**src/rtl/cpu_defs.sv**
```systemverilog
// cpu_defs: shared memory-pipeline types for the memory1 request path and dcache.
package cpu_defs;
  localparam int MAX_DATA_W = 64;
  localparam int MAX_IDX_W  = 32;
  typedef enum logic [1:0] {BT_BYTE = 2'd0, BT_HALF = 2'd1, BT_WORD = 2'd2, BT_DWORD = 2'd3} byte_type_t;
  typedef enum logic [1:0] {DC_OP_NONE = 2'd0, DC_OP_LOAD = 2'd1, DC_OP_STORE = 2'd2} dc_op_t;
  // Sized for the widest dcache line; narrower instances use the low bits.
  typedef struct packed {
    logic                    is_store;
    byte_type_t              byte_type;
    logic [MAX_IDX_W-1:0]    idx;
    logic [31:0]             pa;
    logic                    cached;
    logic [MAX_DATA_W-1:0]   wdata;
    logic [MAX_DATA_W/8-1:0] wstrb;
    logic                    needs_cmt;
    logic                    cmt;
  } mem_req_entry_t;
endpackage

```
**src/rtl/mem_store_align.sv**
```systemverilog
// mem_store_align: replicates store data across the line and builds byte strobes and the misalignment flag.
module mem_store_align import cpu_defs::*; #(
  parameter int DATA_W = 32,
  localparam int NB = DATA_W / 8,
  localparam int OW = $clog2(NB)
) (
  input  byte_type_t        byte_type,
  input  logic [OW-1:0]     offset,
  input  logic [DATA_W-1:0] data,
  output logic [DATA_W-1:0] adata,
  output logic [NB-1:0]     strb,
  output logic              ale
);
  logic [3:0]  bytes;
  logic [15:0] size_mask;
  always_comb begin
    bytes     = 4'd1 << byte_type;
    size_mask = (16'd1 << bytes) - 16'd1;
    adata     = byte_type == BT_BYTE ? {NB{data[7:0]}} :
                byte_type == BT_HALF ? {(NB/2){data[15:0]}} :
                byte_type == BT_WORD ? {(NB/4){data[31:0]}} : data;
    strb      = NB'(size_mask << offset);
    ale       = (|(offset & OW'(bytes - 4'd1))) | (bytes > 4'(NB));
  end
endmodule

```
**src/rtl/mem1_req_queue.sv**
```systemverilog
// mem1_req_queue: in-order translated load/store queue feeding the dcache, holding stores and uncached loads until commit.
module mem1_req_queue import cpu_defs::*; #(
  parameter int DATA_W = 32,
  parameter int DEPTH  = 4,
  parameter int IDX_W  = 12
) (
  input  logic                       clk,
  input  logic                       rst_n,
  input  logic                       flush,
  input  logic                       in_valid,
  output logic                       in_rdy,
  input  logic                       in_is_store,
  input  logic [1:0]                 in_byte_type,
  input  logic [31:0]                in_va,
  input  logic [31:0]                in_pa,
  input  logic                       in_is_cached,
  input  logic [DATA_W-1:0]          in_wdata,
  output logic                       in_ale,
  input  logic                       commit,
  output logic                       dc_valid,
  input  logic                       dc_rdy,
  output logic                       dc_is_store,
  output logic [1:0]                 dc_byte_type,
  output logic [IDX_W-1:0]           dc_idx,
  output logic [31:0]                dc_pa,
  output logic                       dc_is_cached,
  output logic [DATA_W-1:0]          dc_wdata,
  output logic [DATA_W/8-1:0]        dc_wstrb,
  output logic [$clog2(DEPTH+1)-1:0] count,
  output logic                       empty
);
  localparam int AW = $clog2(DEPTH);
  localparam int NB = DATA_W / 8;
  localparam int OW = $clog2(NB);
  localparam int CW = $clog2(DEPTH + 1);
  mem_req_entry_t    mem [DEPTH];
  mem_req_entry_t    h;
  logic [AW:0]       head, tail, ccnt, occ, fnd, ccnt_c, ccnt_n, head_n, tail_n;
  logic [AW-1:0]     rel;
  logic [DEPTH-1:0]  mark;
  logic [DATA_W-1:0] adata;
  logic [NB-1:0]     astrb;
  logic              full, enq, pop, hit;
  mem_store_align #(.DATA_W(DATA_W)) u_align (
    .byte_type(byte_type_t'(in_byte_type)),
    .offset(in_pa[OW-1:0]),
    .data(in_wdata),
    .adata(adata),
    .strb(astrb),
    .ale(in_ale)
  );
  assign h            = mem[head[AW-1:0]];
  assign occ          = tail - head;
  assign count        = CW'(occ);
  assign empty        = head == tail;
  assign full         = (head[AW] != tail[AW]) && (head[AW-1:0] == tail[AW-1:0]);
  assign in_rdy       = ~full;
  assign enq          = in_valid & in_rdy & ~in_ale & ~flush;
  assign dc_valid     = ~empty & (~h.needs_cmt | h.cmt) & ~(flush & ~h.cmt);
  assign pop          = dc_valid & dc_rdy;
  assign dc_is_store  = h.is_store;
  assign dc_byte_type = h.byte_type;
  assign dc_idx       = IDX_W'(h.idx);
  assign dc_pa        = h.pa;
  assign dc_is_cached = h.cached;
  assign dc_wdata     = DATA_W'(h.wdata);
  assign dc_wstrb     = NB'(h.wstrb);
  // A commit also marks older cached loads so the committed set stays a prefix from head.
  always_comb begin
    hit  = 1'b0;
    fnd  = '0;
    mark = '0;
    rel  = '0;
    for (int i = 0; i < DEPTH; i++)
      if (!hit && (AW+1)'(i) >= ccnt && (AW+1)'(i) < occ && mem[head[AW-1:0] + AW'(i)].needs_cmt) begin
        hit = 1'b1;
        fnd = (AW+1)'(i);
      end
    for (int j = 0; j < DEPTH; j++) begin
      rel     = AW'(j) - head[AW-1:0];
      mark[j] = commit & hit & ({1'b0, rel} >= ccnt) & ({1'b0, rel} <= fnd);
    end
    ccnt_c = (commit & hit) ? fnd + (AW+1)'(1) : ccnt;
    ccnt_n = ccnt_c - (AW+1)'(pop && ccnt_c != '0);
    head_n = head + (AW+1)'(pop);
    tail_n = flush ? head_n + ccnt_n : tail + (AW+1)'(enq);
  end
  always_ff @(posedge clk or negedge rst_n)
    if (!rst_n) begin
      head <= '0;
      tail <= '0;
      ccnt <= '0;
    end else begin
      head <= head_n;
      tail <= tail_n;
      ccnt <= ccnt_n;
    end
  always_ff @(posedge clk) begin
    for (int j = 0; j < DEPTH; j++)
      if (mark[j]) mem[j].cmt <= 1'b1;
    if (enq)
      mem[tail[AW-1:0]] <= '{is_store: in_is_store, byte_type: byte_type_t'(in_byte_type), idx: MAX_IDX_W'(in_va),
                             pa: in_pa, cached: in_is_cached, wdata: MAX_DATA_W'(adata),
                             wstrb: (MAX_DATA_W/8)'(astrb), needs_cmt: in_is_store | ~in_is_cached, cmt: 1'b0};
  end
endmodule

```
**config.mk**
```make
export PLATFORM = sky130hd
export DESIGN_NAME = mem1_req_queue
export DESIGN_NICKNAME = d
export VERILOG_FILES = /design/src/rtl/cpu_defs.sv /design/src/rtl/mem_store_align.sv /design/src/rtl/mem1_req_queue.sv
export SDC_FILE = /design/constraint.sdc
export NUM_CORES = 1
export LEC_CHECK = 0
export CORE_MARGIN = 2
export CORE_UTILIZATION = 59
export CTS_BUF_LIST = sky130_fd_sc_hd__clkbuf_4
export DETAILED_ROUTE_END_ITERATION = 10
export PLACE_DENSITY = 0.95
export SLEW_MARGIN = 10
export SYNTH_ARGS = -nofsm -noshare
export SYNTH_HDL_FRONTEND = slang
export SYNTH_SLANG_ARGS = --single-unit
```
**constraint.sdc**
```tcl
create_clock -name clk -period 8.15 [get_ports clk]
set_clock_uncertainty 0.1 [all_clocks]
set_input_delay 1.63 -clock clk [delete_from_list [all_inputs] [get_ports clk]]
set_output_delay 1.63 -clock clk [all_outputs]
set_load 0.05 [all_outputs]
```
**Word-level counts from Yosys, hierarchy flattened**

Memory sizes are Yosys's and may differ from the RTL's.
Cells that the tools add are included.

- Flip-flop bits (word level): 9
- Bits in writable memories: 424
- Bits of input ports: 106
- Word-level logic and storage cells: 111
- Memories kept: 1

- Add/sub/neg operators: 15
- Magnitude comparators: 17
- Eq/ne operators: 4
- Shift operators: 3
- Muxes and demuxes: 21
- Bitwise operators: 28
- Reduce and logical (&&, ||, !) cells: 19

Memory list:

| memory | depth | width | rd ports | clocked after memory_dff | write ports | RTL line | source |
|---|---|---|---|---|---|---|---|
| mem | 4 | 106 | 4 | 0 | 5 | mem1_req_queue.sv:36 | `mem_req_entry_t mem [DEPTH];` |

Operator list:

| cell | number |
|---|---|
| 32-bit two-way mux | 2 |
| 1-bit bitwise AND | 16 |
| 1-bit by 4-bit left shift with 16-bit output, first input constant | 1 |
| 16-bit by 2-bit left shift with 4-bit output | 1 |
| 16-bit by 1-bit subtractor with 16-bit output, second input constant | 1 |
| 1-bit two-way mux | 15 |
| 1-bit logical AND | 13 |
| 2-bit by 3-bit greater-or-equal comparator with 1-bit output | 4 |
| 2-bit by 3-bit less-or-equal comparator with 1-bit output | 4 |
| 3-bit two-way mux | 3 |
| 1-bit inverter | 8 |
| 3-bit by 1-bit adder with 3-bit output | 2 |
| 1-bit by 3-bit greater-or-equal comparator with 1-bit output, first input constant | 2 |
| 2-bit by 3-bit greater-or-equal comparator with 1-bit output, first input constant | 2 |
| 1-bit by 3-bit less-than comparator with 1-bit output, first input constant | 2 |
| 2-bit by 3-bit less-than comparator with 1-bit output, first input constant | 2 |
| 2-bit adder, second input constant | 2 |
| 4-bit by 3-bit > comparator with 1-bit output, second input constant | 1 |
| 1-bit by 2-bit left shift with 4-bit output, first input constant | 1 |
| 1-bit by 2-bit subtractor with 2-bit output, first input constant | 2 |
| 2-bit subtractor, first input constant | 2 |
| 3-bit by 1-bit adder with 3-bit output, second input constant | 1 |
| 3-bit adder | 1 |
| 3-bit == test | 1 |
| other kinds (14) | 18 |

**Depth between registers and ports, before layout**

- Depth after elaboration: 27
- Mapped depth: 19

**Modules after synthesis**

A second synthesis with hierarchy kept.

- Cell total of the unflattened synthesis: 661
- Area total of the unflattened synthesis: 14109.8 µm²

Modules (own cells, without submodules):

| module | times used | cells an instance | area each (µm²) | seq. area each (µm²) |
|---|---|---|---|---|
| mem1_req_queue | 1 | 589 | 13545.5 | 10515.1 |
| mem_store_align | 1 | 72 | 564.3 | 0.0 |

**Worst setup path before layout**

Ideal clock, no wire load.

- Kind: input-to-reg
- From: input port in_byte_type[0]
- To: memory mem[2][103] (netlist bit) (enable)
- Data arrival time: 5.531 ns
- Required time: 7.596 ns
- Path slack: 2.064 ns
- Stages on the path: 8
- Path buffers: 2
- Cells stage by stage: buf_1 nor2_1 buf_1 inv_1 ha_1 o22ai_1 nor2_1 and3_1

RTL lines:

| what | RTL line | source |
|---|---|---|
| start, declared | mem1_req_queue.sv:13 | `input logic [1:0] in_byte_type,` |
| end, declared | mem1_req_queue.sv:36 |  |

**Final worst setup path**

- From: input port in_byte_type[0]
- To: output port in_ale

- Longest elaborated chain between the ends: 5
- Elaborated cells on any way between the ends: 6
- Those cells by class: 1 x add/sub; 1 x order compare; 1 x shift; 2 x bitwise; 1 x reduce/logical

Ends and longest elaborated chain:

| what | RTL line | source |
|---|---|---|
| 1-bit by 2-bit left shift with 4-bit output (*) | mem_store_align.sv:17 | `bytes = 4'd1 << byte_type;` |
| 2-bit by 1-bit subtractor with 2-bit output | mem_store_align.sv:23 | `ale = (\|(offset & OW'(bytes - 4'd1))) \| (bytes > 4'(NB));` |
| 2-bit bitwise AND | mem_store_align.sv:23 |  |
| 2-bit OR reduction | mem_store_align.sv:23 |  |
| 1-bit OR (*) | mem_store_align.sv:23 |  |
| end, declared | mem1_req_queue.sv:18 | `output logic in_ale,` |

Mark *: on every way between the ends. The rest lies on a longest branch, timed or not.

==> impl_metrics.yaml <==
synth:
  syn_avg_cell_area_um2: 21.4
  ys_seq_elements: 353
  async_flop_share_pct: 2.55
  syn_area_um2: 14000
  yosysUniqueCellTypes: 38
  synth-edff-count: 340
  netlist_instances: 654
  synth_top_flop_cell: "edfxtp_1"
  syn_nets: 789
  synth_seq_area_share_pct: 75.0
  ys_warn_count: 0
setup_path:
  criticalPathCategory: "input port to primary output"
  crit_path_end_kind: "primary output"
  critPathRequiredTime_ps: 6420
  slowest_delay_ps: 910
  start_kind: "input port"
  cp.arrival_ps: 4650
  crit_fanout: 16
  rrSetupSlack_ps: 2490
  slowest_stage: "clkdlybuf4s50_1"
  crit_top_cell: "clkdlybuf4s50_1"
  cp_top_family: "buffers and inverters"
  crit_chain: "clkdlybuf4s50_1, nor2_1, inv_1, ha_1, o22ai_1, clkdlybuf4s50_1"
  crit_buf_inv: 3
clock_tree:
  cts_tree: "built"
  cts_inserted_buffers: 85
  cts.repair.resized: 0
  ctsHoldBuffers: 0
  clk_pin_slew_worst_paths_ps: 60
  cts_root_buf: "clkbuf_4"
  clock_path_buffers: 3
  h-tree-depth: 3
  cts_setup_buffers: 0
  cts_sinks: 353
  insertion_delay_ps: 670
finish:
  nNetsFinal: 1035
  seqCellArea_um2: 10500
  multiInputGateArea_um2: 3340
  area_delta_synth_final_pct: 22.7
  drive_above_1_share_pct: 27.4
  fin_cells: 1282
  fillers: 1372
pwr:
  pwr_density_cell_nw_per_um2: 384
  power_frac_seq_pct: 34.4
  swShare_pct: 39.7
  internal_power_w: 0.00399
  combPwrFrac_pct: 45.0
  p_leak_nw: 5.81
  report.power.total_w: 0.00661
  ir_drop_mv: 0.357
  p_sw_w: 0.00262
  p_clk_share_pct: 20.6
floorplanning:
  die_x_um: 158
  die_h_um: 158
  die_area_um2: 25000
  ioPinCount: 197
  core_um2: 23400
  rows: 56
  start_util_pct: 59.9
route:
  drc_errors: 0
  drtIter0Drc: 401
  drtPass1Iterations: 4
  routedWlPerCell_um: 21.7
  viasPerCell: 5.69
  ant_nets: 0
  vias: 7299
  wl_um: 27900
sta:
  fmax_ghz: 0.157
  timing.final.hold_violations: 0
  fin_ws_ps: 1770
  setup_viol_count_final: 0
  worst_pin_slew_ps: 1040
  drv_slew: 0
  slew_headroom_pct: 30.7
  period_share_pct: 78.3
  setup_tns_ps: 0
  rsz0062_at_grt: "no"
  layout_min_cycle_time_ps: 6380
global_routing:
  antenna_found_initial: 2
  grt_overflow: 0
  grt_max_degree: 68
  grt_pass1_vias: 7946
  grt_pass1_wl_um: 42500
  track_usage_pct: 23.0
placement:
  place_ws_ps: 1740
  placed_cells_incl_taps: 1132
  dp.final_hpwl_um: 17000
  gp_congestion: 0.823
  io_buffers: 176
outcome:
  status: "finished clean"
job:
  drv_cap: 0
hold_path:
  hold_path.class: "flip-flop to flip-flop"
[cell usage after synthesis (2+ instances only)]
master / n / area share, %
nor2_1: 22 / 0.59
nand2b_1: 4 / 0.18
mux2i_1: 10 / 0.71
o22ai_1: 4 / 0.18
nand3_1: 4 / 0.14
a21oi_1: 18 / 0.64
edfxtp_1: 340 / 73
nand2_1: 15 / 0.40
xor2_1: 3 / 0.19
inv_1: 20 / 0.54
mux2_2: 20 / 1.6
buf_1: 4 / 0.11
o211ai_2: 2 / 0.18
ha_1: 27 / 2.4
and3_1: 4 / 0.18
buf_2: 10 / 0.36
nor4_1: 2 / 0.089
mux4_2: 88 / 14
o21ai_0: 12 / 0.43
o21a_1: 4 / 0.21
a31oi_1: 2 / 0.089
clkbuf_1: 10 / 0.27
dfrtp_1: 9 / 1.6
fa_1: 2 / 0.29
dfxtp_1: 4 / 0.57
xnor2_1: 2 / 0.12
[flip-flops by register name (all words and copies together) (netlist names)]
signal  flops
tail        3
head        3
ccnt        3
mem       344
[worst reg2reg max path, cell delays in order (launching register included)]
cell      delay, ps
dfrtp_4         720
buf_4           820
mux4_2          670
o211ai_2        110
o21a_1          180
nand2_1          70
o21ai_0         450
ha_1            340
o22ai_1         250
a31oi_1         150
ha_1            210
ha_1            270
inv_1            70
fa_1            440
xnor2_1         290
nand2_1          90
nor4_1          260
a211oi_2         60
[area by class of cell]
cell class,instances,share of cell area [%]
inverter,20,0.436
clock buffer,126,5.50
multi-input combinational,256,19.4
antenna,2,0.0291
tap,319,2.32
clock inverter,22,0.582
sequential,353,61.1
timing repair buffer,184,10.6
[power by group through the flow]
| stage | clock [W] | sequential, W | combinational [W] |
|---|---|---|---|
| final | 0.00136 | 0.00227 | 0.00297 |
| after CTS | 0.00140 | 0.00228 | 0.00299 |
| after detailed placement | 0 | 0.00232 | 0.00297 |
| after global placement | 0 | 0.00230 | 0.00290 |
| after global routing | 0.00149 | 0.00229 | 0.00315 |
| after floorplan | 0 | 0.00220 | 0.00223 |
[cell families after synthesis]
family                   Yosys count  share of synthesized area (%)
flip-flops                       353                           75.0
multiplexers                     118                           16.4
AND/OR/NAND/NOR                   53                           1.70
AO/OA/AOI/OAI                     50                           2.35
buffers and inverters             45                           1.35
adder cells (fa/ha/maj)           29                           2.69
XOR/XNOR                           6                          0.491
[cells in the final DEF, fill, tap and decap left out, drive strengths merged, types with 3 or more instances in the layout]
cell type and instances:
dfrtp 9, mux2 20, clkinv 17, o21a 4, clkinvlp 4, and3 4, dfxtp 4, nor2 22
mux4 88, clkbuf 126, o21ai 13, xor2 3, a21oi 18, edfxtp 340, o22ai 4, clkdlybuf4s50 176
nand2 15, ha 27, nand2b 4, nand3 4, mux2i 10, buf 8, inv 21
[metrics by stage]
step	hold WS (ps)	utilization (%)	area, um^2
5_1_grt	406	73.5	17200
6_report	372	73.6	17200
3_5_place_dp	361	69.1	16200
3_3_place_gp	342	69.1	16200
4_1_cts	375	73.5	17200
2_1_floorplan	331	-	14000
[worst paths after layout]
| kind | start | to | cells after the start |
|---|---|---|---|
| worst max-delay path | in_byte_type[0] | in_ale | 6 |
| worst min-delay path | mem[1][0]$_SDFF_PP0_ | mem[1][0]$_SDFF_PP0_ | 2 |
| worst max register to register | head[1]$_DFF_PN0_ | tail[2]$_DFF_PN0_ | 17 |
| worst min register to register | mem[1][0]$_SDFF_PP0_ | mem[1][0]$_SDFF_PP0_ | 2 |
| max in group asynchronous | rst_n | head[0]$_DFF_PN0_ | 1 |
| min in group asynchronous | rst_n | tail[0]$_DFF_PN0_ | 1 |
[metal layers]
metal	up-vias	routed length, um	global-route usage, %
met5	-	0	0
met4	0	518	8.97
met3	37	2290	7.39
met2	273	14200	38.7
met1	3733	10800	28.0
li1	3256	-	-
Note: power is estimated with default switching activity, not from simulation.
